[src/rtl/board_mem_arbiter_pkg.sv]
// Shared types for the cell-board memory arbiter: requester IDs, FSM states
// and default board geometry.
package board_mem_arbiter_pkg;

  localparam int unsigned DEF_ADDR_WIDTH = 15;
  localparam int unsigned DEF_DATA_WIDTH = 32;

  typedef enum logic {
    REQ_RENDER = 1'b0,
    REQ_LOGIC  = 1'b1
  } req_id_e;

  typedef enum logic {
    ST_ARB   = 1'b0,
    ST_CLEAR = 1'b1
  } arb_state_e;

endpackage

[src/rtl/board_mem_arbiter_read_tag_pipe.sv]
// Read tag shift register: carries {valid, requester} alongside the BRAM read
// so returning data can be steered to the reader that issued it.
module read_tag_pipe
  import board_mem_arbiter_pkg::*;
#(
  parameter int STAGES = 3
) (
  input  logic    clk_in,
  input  logic    rst_in,
  input  logic    vld_in,
  input  req_id_e id_in,
  output logic    vld_out,
  output req_id_e id_out
);

  logic [STAGES-1:0] vld_q, vld_d;
  req_id_e           id_q [STAGES];
  req_id_e           id_d [STAGES];

  always_comb begin
    vld_d[0] = vld_in;
    id_d[0]  = id_in;
    for (int k = 1; k < STAGES; k++) begin
      vld_d[k] = vld_q[k-1];
      id_d[k]  = id_q[k-1];
    end
  end

  // Only the valid bits need reset; an invalid tag's ID is never looked at.
  always_ff @(posedge clk_in) begin
    if (rst_in) vld_q <= '0;
    else        vld_q <= vld_d;
    id_q <= id_d;
  end

  assign vld_out = vld_q[STAGES-1];
  assign id_out  = id_q[STAGES-1];

endmodule

[src/rtl/board_mem_arbiter.sv]
// Single-port BRAM arbiter for the cell board: renderer reads, logic-engine
// reads/writes with starvation guard, and a full-board clear sweep.
module board_mem_arbiter
  import board_mem_arbiter_pkg::*;
#(
  parameter int ADDR_WIDTH   = DEF_ADDR_WIDTH,
  parameter int DATA_WIDTH   = DEF_DATA_WIDTH,
  parameter int RD_LATENCY   = 2,
  parameter int STARVE_LIMIT = 4,
  parameter int DEPTH        = 2**ADDR_WIDTH
) (
  input  logic                  clk_in,
  input  logic                  rst_in,
  input  logic                  render_req_in,
  input  logic [ADDR_WIDTH-1:0] render_addr_in,
  output logic                  render_gnt_out,
  output logic                  render_rvalid_out,
  input  logic                  logic_rd_req_in,
  input  logic [ADDR_WIDTH-1:0] logic_rd_addr_in,
  output logic                  logic_rd_gnt_out,
  output logic                  logic_rvalid_out,
  input  logic                  logic_wr_req_in,
  input  logic [ADDR_WIDTH-1:0] logic_wr_addr_in,
  input  logic [DATA_WIDTH-1:0] logic_wr_data_in,
  output logic                  logic_wr_gnt_out,
  output logic [DATA_WIDTH-1:0] rdata_out,
  input  logic                  clear_start_in,
  output logic                  clear_busy_out,
  output logic                  clear_done_out,
  output logic [ADDR_WIDTH-1:0] mem_addr_out,
  output logic                  mem_we_out,
  output logic [DATA_WIDTH-1:0] mem_wdata_out,
  input  logic [DATA_WIDTH-1:0] mem_rdata_in
);

  localparam int SW = $clog2(STARVE_LIMIT + 2);
  localparam logic [SW-1:0]         STARVE_MAX = SW'(STARVE_LIMIT);
  localparam logic [ADDR_WIDTH-1:0] LAST_ADDR  = ADDR_WIDTH'(DEPTH - 1);

  function automatic logic [SW-1:0] sat_inc(input logic [SW-1:0] v);
    return (v == STARVE_MAX) ? v : v + SW'(1);
  endfunction

  arb_state_e            state_q, state_d;
  logic [SW-1:0]         starve_q, starve_d;
  logic                  rr_wr_q, rr_wr_d;
  logic [ADDR_WIDTH-1:0] clr_addr_q, clr_addr_d;
  logic                  clear_done_q, clear_done_d;
  logic [ADDR_WIDTH-1:0] mem_addr_q, mem_addr_d;
  logic                  mem_we_q, mem_we_d;
  logic [DATA_WIDTH-1:0] mem_wdata_q, mem_wdata_d;

  logic    logic_pend, starved, pick_wr, logic_gnt;
  logic    tag_vld;
  req_id_e tag_id;

  assign logic_pend = logic_rd_req_in | logic_wr_req_in;
  assign starved    = (starve_q == STARVE_MAX) && logic_pend;
  assign pick_wr    = logic_wr_req_in && (!logic_rd_req_in || rr_wr_q);
  assign logic_gnt  = logic_rd_gnt_out | logic_wr_gnt_out;

  always_ff @(posedge clk_in) begin
    if (rst_in) state_q <= ST_ARB;
    else        state_q <= state_d;
  end

  always_comb begin
    state_d = state_q;
    case (state_q)
      ST_ARB:   if (clear_start_in) state_d = ST_CLEAR;
      ST_CLEAR: if (clr_addr_q == LAST_ADDR) state_d = ST_ARB;
      default:  state_d = ST_ARB;
    endcase
  end

  // Grants are combinational so a request is accepted in the cycle it is seen.
  always_comb begin
    render_gnt_out   = 1'b0;
    logic_rd_gnt_out = 1'b0;
    logic_wr_gnt_out = 1'b0;
    clear_busy_out   = (state_q == ST_CLEAR);
    if (state_q == ST_ARB && !rst_in) begin
      if (render_req_in && !starved) begin
        render_gnt_out = 1'b1;
      end else if (logic_pend) begin
        logic_wr_gnt_out = pick_wr;
        logic_rd_gnt_out = !pick_wr;
      end
    end
  end

  always_comb begin
    starve_d     = starve_q;
    rr_wr_d      = logic_gnt ? !rr_wr_q : rr_wr_q;
    clr_addr_d   = '0;
    clear_done_d = 1'b0;
    mem_addr_d   = mem_addr_q;
    mem_we_d     = 1'b0;
    mem_wdata_d  = mem_wdata_q;
    if (state_q == ST_CLEAR) begin
      clr_addr_d   = clr_addr_q + ADDR_WIDTH'(1);
      clear_done_d = (clr_addr_q == LAST_ADDR);
      mem_addr_d   = clr_addr_q;
      mem_we_d     = 1'b1;
      mem_wdata_d  = '0;
    end else begin
      if (logic_gnt || !logic_pend) starve_d = '0;
      else if (render_gnt_out)      starve_d = sat_inc(starve_q);
      if (render_gnt_out) begin
        mem_addr_d = render_addr_in;
      end else if (logic_rd_gnt_out) begin
        mem_addr_d = logic_rd_addr_in;
      end else if (logic_wr_gnt_out) begin
        mem_addr_d  = logic_wr_addr_in;
        mem_wdata_d = logic_wr_data_in;
        mem_we_d    = 1'b1;
      end
    end
  end

  // Issue stage: accepted transaction presented to the BRAM port.
  always_ff @(posedge clk_in) begin
    if (rst_in) begin
      starve_q     <= '0;
      rr_wr_q      <= 1'b0;
      clr_addr_q   <= '0;
      clear_done_q <= 1'b0;
      mem_addr_q   <= '0;
      mem_we_q     <= 1'b0;
      mem_wdata_q  <= '0;
    end else begin
      starve_q     <= starve_d;
      rr_wr_q      <= rr_wr_d;
      clr_addr_q   <= clr_addr_d;
      clear_done_q <= clear_done_d;
      mem_addr_q   <= mem_addr_d;
      mem_we_q     <= mem_we_d;
      mem_wdata_q  <= mem_wdata_d;
    end
  end

  assign mem_addr_out   = mem_addr_q;
  assign mem_we_out     = mem_we_q;
  assign mem_wdata_out  = mem_wdata_q;
  assign clear_done_out = clear_done_q;

  // Return stage: tag emerges in the cycle the BRAM data arrives.
  read_tag_pipe #(.STAGES(RD_LATENCY + 1)) u_tag_pipe (
    .clk_in  (clk_in),
    .rst_in  (rst_in),
    .vld_in  (render_gnt_out | logic_rd_gnt_out),
    .id_in   (logic_rd_gnt_out ? REQ_LOGIC : REQ_RENDER),
    .vld_out (tag_vld),
    .id_out  (tag_id)
  );

  assign render_rvalid_out = tag_vld && (tag_id == REQ_RENDER);
  assign logic_rvalid_out  = tag_vld && (tag_id == REQ_LOGIC);
  assign rdata_out         = mem_rdata_in;

endmodule
[config.mk]
export PLATFORM = sky130hd
export DESIGN_NAME = board_mem_arbiter
export DESIGN_NICKNAME = d
export VERILOG_FILES = /design/src/rtl/board_mem_arbiter_pkg.sv /design/src/rtl/board_mem_arbiter_read_tag_pipe.sv /design/src/rtl/board_mem_arbiter.sv
export SDC_FILE = /design/constraint.sdc
export NUM_CORES = 1
export LEC_CHECK = 0
export CAP_MARGIN = 0
export CORE_MARGIN = 10
export CORE_UTILIZATION = 37
export CTS_CLUSTER_SIZE = 24
export DETAILED_ROUTE_END_ITERATION = 8
export GPL_TIMING_DRIVEN = 0
export PLACE_DENSITY_LB_ADDON = 0.08
export SYNTH_ARGS = -nofsm -noshare
export SYNTH_HDL_FRONTEND = slang
export SYNTH_SLANG_ARGS = --single-unit
[constraint.sdc]
create_clock -name clk_in -period 2.3 [get_ports clk_in]
set_input_delay 0.23 -clock clk_in [delete_from_list [all_inputs] [get_ports clk_in]]
set_output_delay 0.23 -clock clk_in [all_outputs]
set_load 0.005 [all_outputs]
==> metrics.md <==
| Metric | Value |
|---|---|
| Nets | `681` |
| Core Area | `8678 um^2` |
| Gpl congestion | `0.8349` |
| Sequential element share of the synthesized area | `45.54%` |
| Layout cell share with drive strength beyond 1 | `13.38%` |
| Final Critical Period | `2183 ps` |
| DR DRC count | `0` |
| Iteration-0 DRC Markers | `192` |
| Synth top cells by count | `75 x dfxtp_1, 60 x nand2_1, 41 x nor2_1` |
| Most common cell in the synthesized netlist | `dfxtp_1` |
| CTS root buffer | `clkbuf_8` |
| Number of synthesized register bits | `75` |
| Ports | `202` |
| Area after DPL | `5114 um^2` |
| CP max FO | `16` |
| Syn nets | `500` |
| N_diodes | `0` |
| Max-slew violations | `0` |
| First-pass GRT wire length | `17,720 um` |
| Most used DFF post-synth | `dfxtp_1` |
| P_sw | `0.0007573 W` |
| Antenna Nets Post-Route | `0` |
| Internal cell power | `0.002358 W` |
| Num CTS Buffers | `9` |
| Relative slew margins | `39.93%` |
| Placed insts | `658` |
| CP Launch Type | `flop` |
| Final wirelength | `11,440 um` |
| Die W | `114.4 um` |
| Total congestion overflow | `0` |
| Peak VDD IR | `0.0003956 V` |
| Worst path bufs/invs | `2` |
| Share of power burned in registers | `44.5%` |
| H-tree levels | `3` |
| Largest net degree at the start of global routing | `18` |
| Row cnt | `34` |
| Die ar. | `13,090 um^2` |
| Min-Delay Path Class | `flop to flop` |
| Non-filler cells, final | `676` |
| Vias/cell | `4.970` |
| Initial antenna violation count | `1` |
| Final worst path period share | `94.91%` |
| Post-Synthesis Cells | `382` |
| Vias in the first global route | `3,384` |
| CP delay by family, top | `buffers and inverters` |
| RSZ-0062 raised after global routing | `no` |
| Worst path arrival time | `1950 ps` |
| Starting Density | `37.99%` |
| Post-synth cell types | `43` |
| FFs w/ async S/R, synth | `0%` |
| Setup Viol. Count Final | `0` |
| EDFF count, synth | `0` |
| Worst-path clk slew | `80 ps` |
| Clk buf depth | `2` |
| DP Worst Slack | `-422.8 ps` |
| Status | `finished clean` |
| Fin area | `5414 um^2` |
| Setup WS post-layout | `117.2 ps` |
| DR vias | `3,360` |
| Syn Std Cell Area | `3297 um^2` |
| Kind of end point of the critical path | `primary output` |
| F_max | `0.4581 GHz` |
| Avg WL per Cell | `16.93 um` |
| Crit Path Class | `flop to primary output` |
| Max Cap Violations | `0` |
| Clk_skew | `6.453 ps` |
| Switching Fraction | `24.31%` |
| Combinational fraction of design power | `18.7%` |
| Hpwl dp | `9066 um` |
| Synth area leader | `dfxtp_1` |
| Clock sinks | `75` |
| Slew @ Worst Pin | `893.4 ps` |
| Lkg Pwr | `1.981 nW` |
| DRT Pass-1 Iters | `4` |
| Cell Chain, Critical Path | `inv_2 -> ha_4 -> nand2_1 -> a21o_4 -> nor2_2 -> clkdlybuf4s50_1` |
| Hold Buf Count CTS | `0` |
| Worst path slowest cell | `clkdlybuf4s50_1` |
| Synth warnings | `0` |
| Final Hold Vio Count | `0` |
| GRT Overall Usage | `16.68%` |
| Port buffer count | `168` |
| CTS tree | `yes` |
| Critical Path RT | `2070 ps` |
| Syn-to-layout area delta | `64.21%` |
| Clk pwr share | `36.8%` |
| Skew-Pair Late Insertion Delay | `350 ps` |
| Max incr delay on CP | `540 ps` |
| Syn Area/Cell | `8.631 um^2` |
| PwrDens | `575.5 nW/um^2` |
| Top-area cell type share of the netlist area | `45.54%` |
| Top post-synthesis cells by area | `dfxtp_1 46%, buf_4 7.3%, nand2_1 6.8%, nor2_1 4.7%, o21ai_0 4.3%` |
| Fin util | `62.38%` |
| Die height | `114.4 um` |
[cells by family (layout without fill, tap and decap cells)]
logic type	Yosys count	after routing	share of synthesized area [%]
AOI/OAI and AO/OA	86	86	18.48
xor gates and xnor gates	12	12	3.188
adders and majority gates	3	3	1.139
buffers and inverters	65	251	11.54
DFF	75	75	45.54
muxes	6	6	1.822
and+or+nand+nor	135	135	18.29
[per-stage QoR]
stage | total power (W) | hold WS (ps) | TNS, ps
after detailed placement | 0.001996 | 312.1 | -3295
after global routing | 0.003242 | 351.8 | 0
after floorplan | 0.001632 | 309.6 | 0
final | 0.003116 | 331.4 | 0
after CTS | 0.003140 | 331.1 | 0
after global placement | 0.001990 | 310.7 | -4374
[path summary, 6_finish.rpt]
kind / cells after the start / from / endpoint / slack (ps)
setup / recovery: 6 / starve_q[0] / logic_rd_gnt_out / 120
hold reg to reg: 0 / u_tag_pipe.id_d[0] / u_tag_pipe.id_out / 330
setup reg to reg: 7 / starve_q[0] / mem_wdata_out[16] / 350
hold / removal: 0 / u_tag_pipe.id_d[0] / u_tag_pipe.id_out / 330
[what timing repair did]
item,CTS,global route
buffers inserted,5,0
endpoints found under the setup margin,3,12
gates resized for setup,16,2
pin swaps,3,0
[sequential cells by signal (all words and copies together), names as in the netlist]
signal	cells
mem_addr_out	15
mem_wdata_out	32
u_tag_pipe.id_d	2
rr_wr_q	1
u_tag_pipe.id_out	1
mem_we_out	1
starve_q	3
u_tag_pipe.vld_q	3
clear_done_out	1
clear_busy_out	1
clr_addr_q	15
[power by group through the flow]
stage	clock (W)	combinational [W]	sequential (W)
floorplan	0	0.000218	0.00141
global placement	0	0.000580	0.00141
detailed placement	0	0.000584	0.00141
CTS	0.00116	0.000589	0.00139
global route	0.00122	0.000631	0.00140
finish	0.00115	0.000581	0.00139
[cell usage in the layout (no fill, tap or decap), drive strengths merged, types with 2 or more instances in the layout]
master         instances
a21o                   2
nor4                   2
nor3                   3
o22ai                 14
a21oi                  4
nand4                  7
o21ai                 28
nor2                  41
ha                     3
and2                   3
inv                    8
xnor2                  7
nand3                  2
clkdlybuf4s50        165
o32ai                 14
a22oi                 14
dlygate4sd2            2
clkinv                 3
xor2                   5
dfxtp                 75
nor2b                  4
mux2i                  6
nand2b                 2
or3                    2
buf                   45
clkbuf                25
bufinv                 2
nand2                 61
a31oi                  2
or4b                   2
[layout make-up]
cell class	instances	area [um^2]
repair buffers	173	1719
inverters	8	30.03
multi-input cells	242	1449
well taps	108	135.1
clock inverters	5	86.33
plain buffers	54	347.8
fillers	774	3264
flip-flops and latches	75	1505
clock buffers	11	141.4
[routing by layer]
metal / up-vias / GRT usage (%) / wire length, um
met3: 9 / 8.019 / 1431
met5: - / 0 / 0
met1: 1531 / 19.00 / 4560
li1: 1656 / - / -
met4: 0 / 3.843 / 94
met2: 164 / 27.52 / 5358
(Power assumes the default switching activity.)
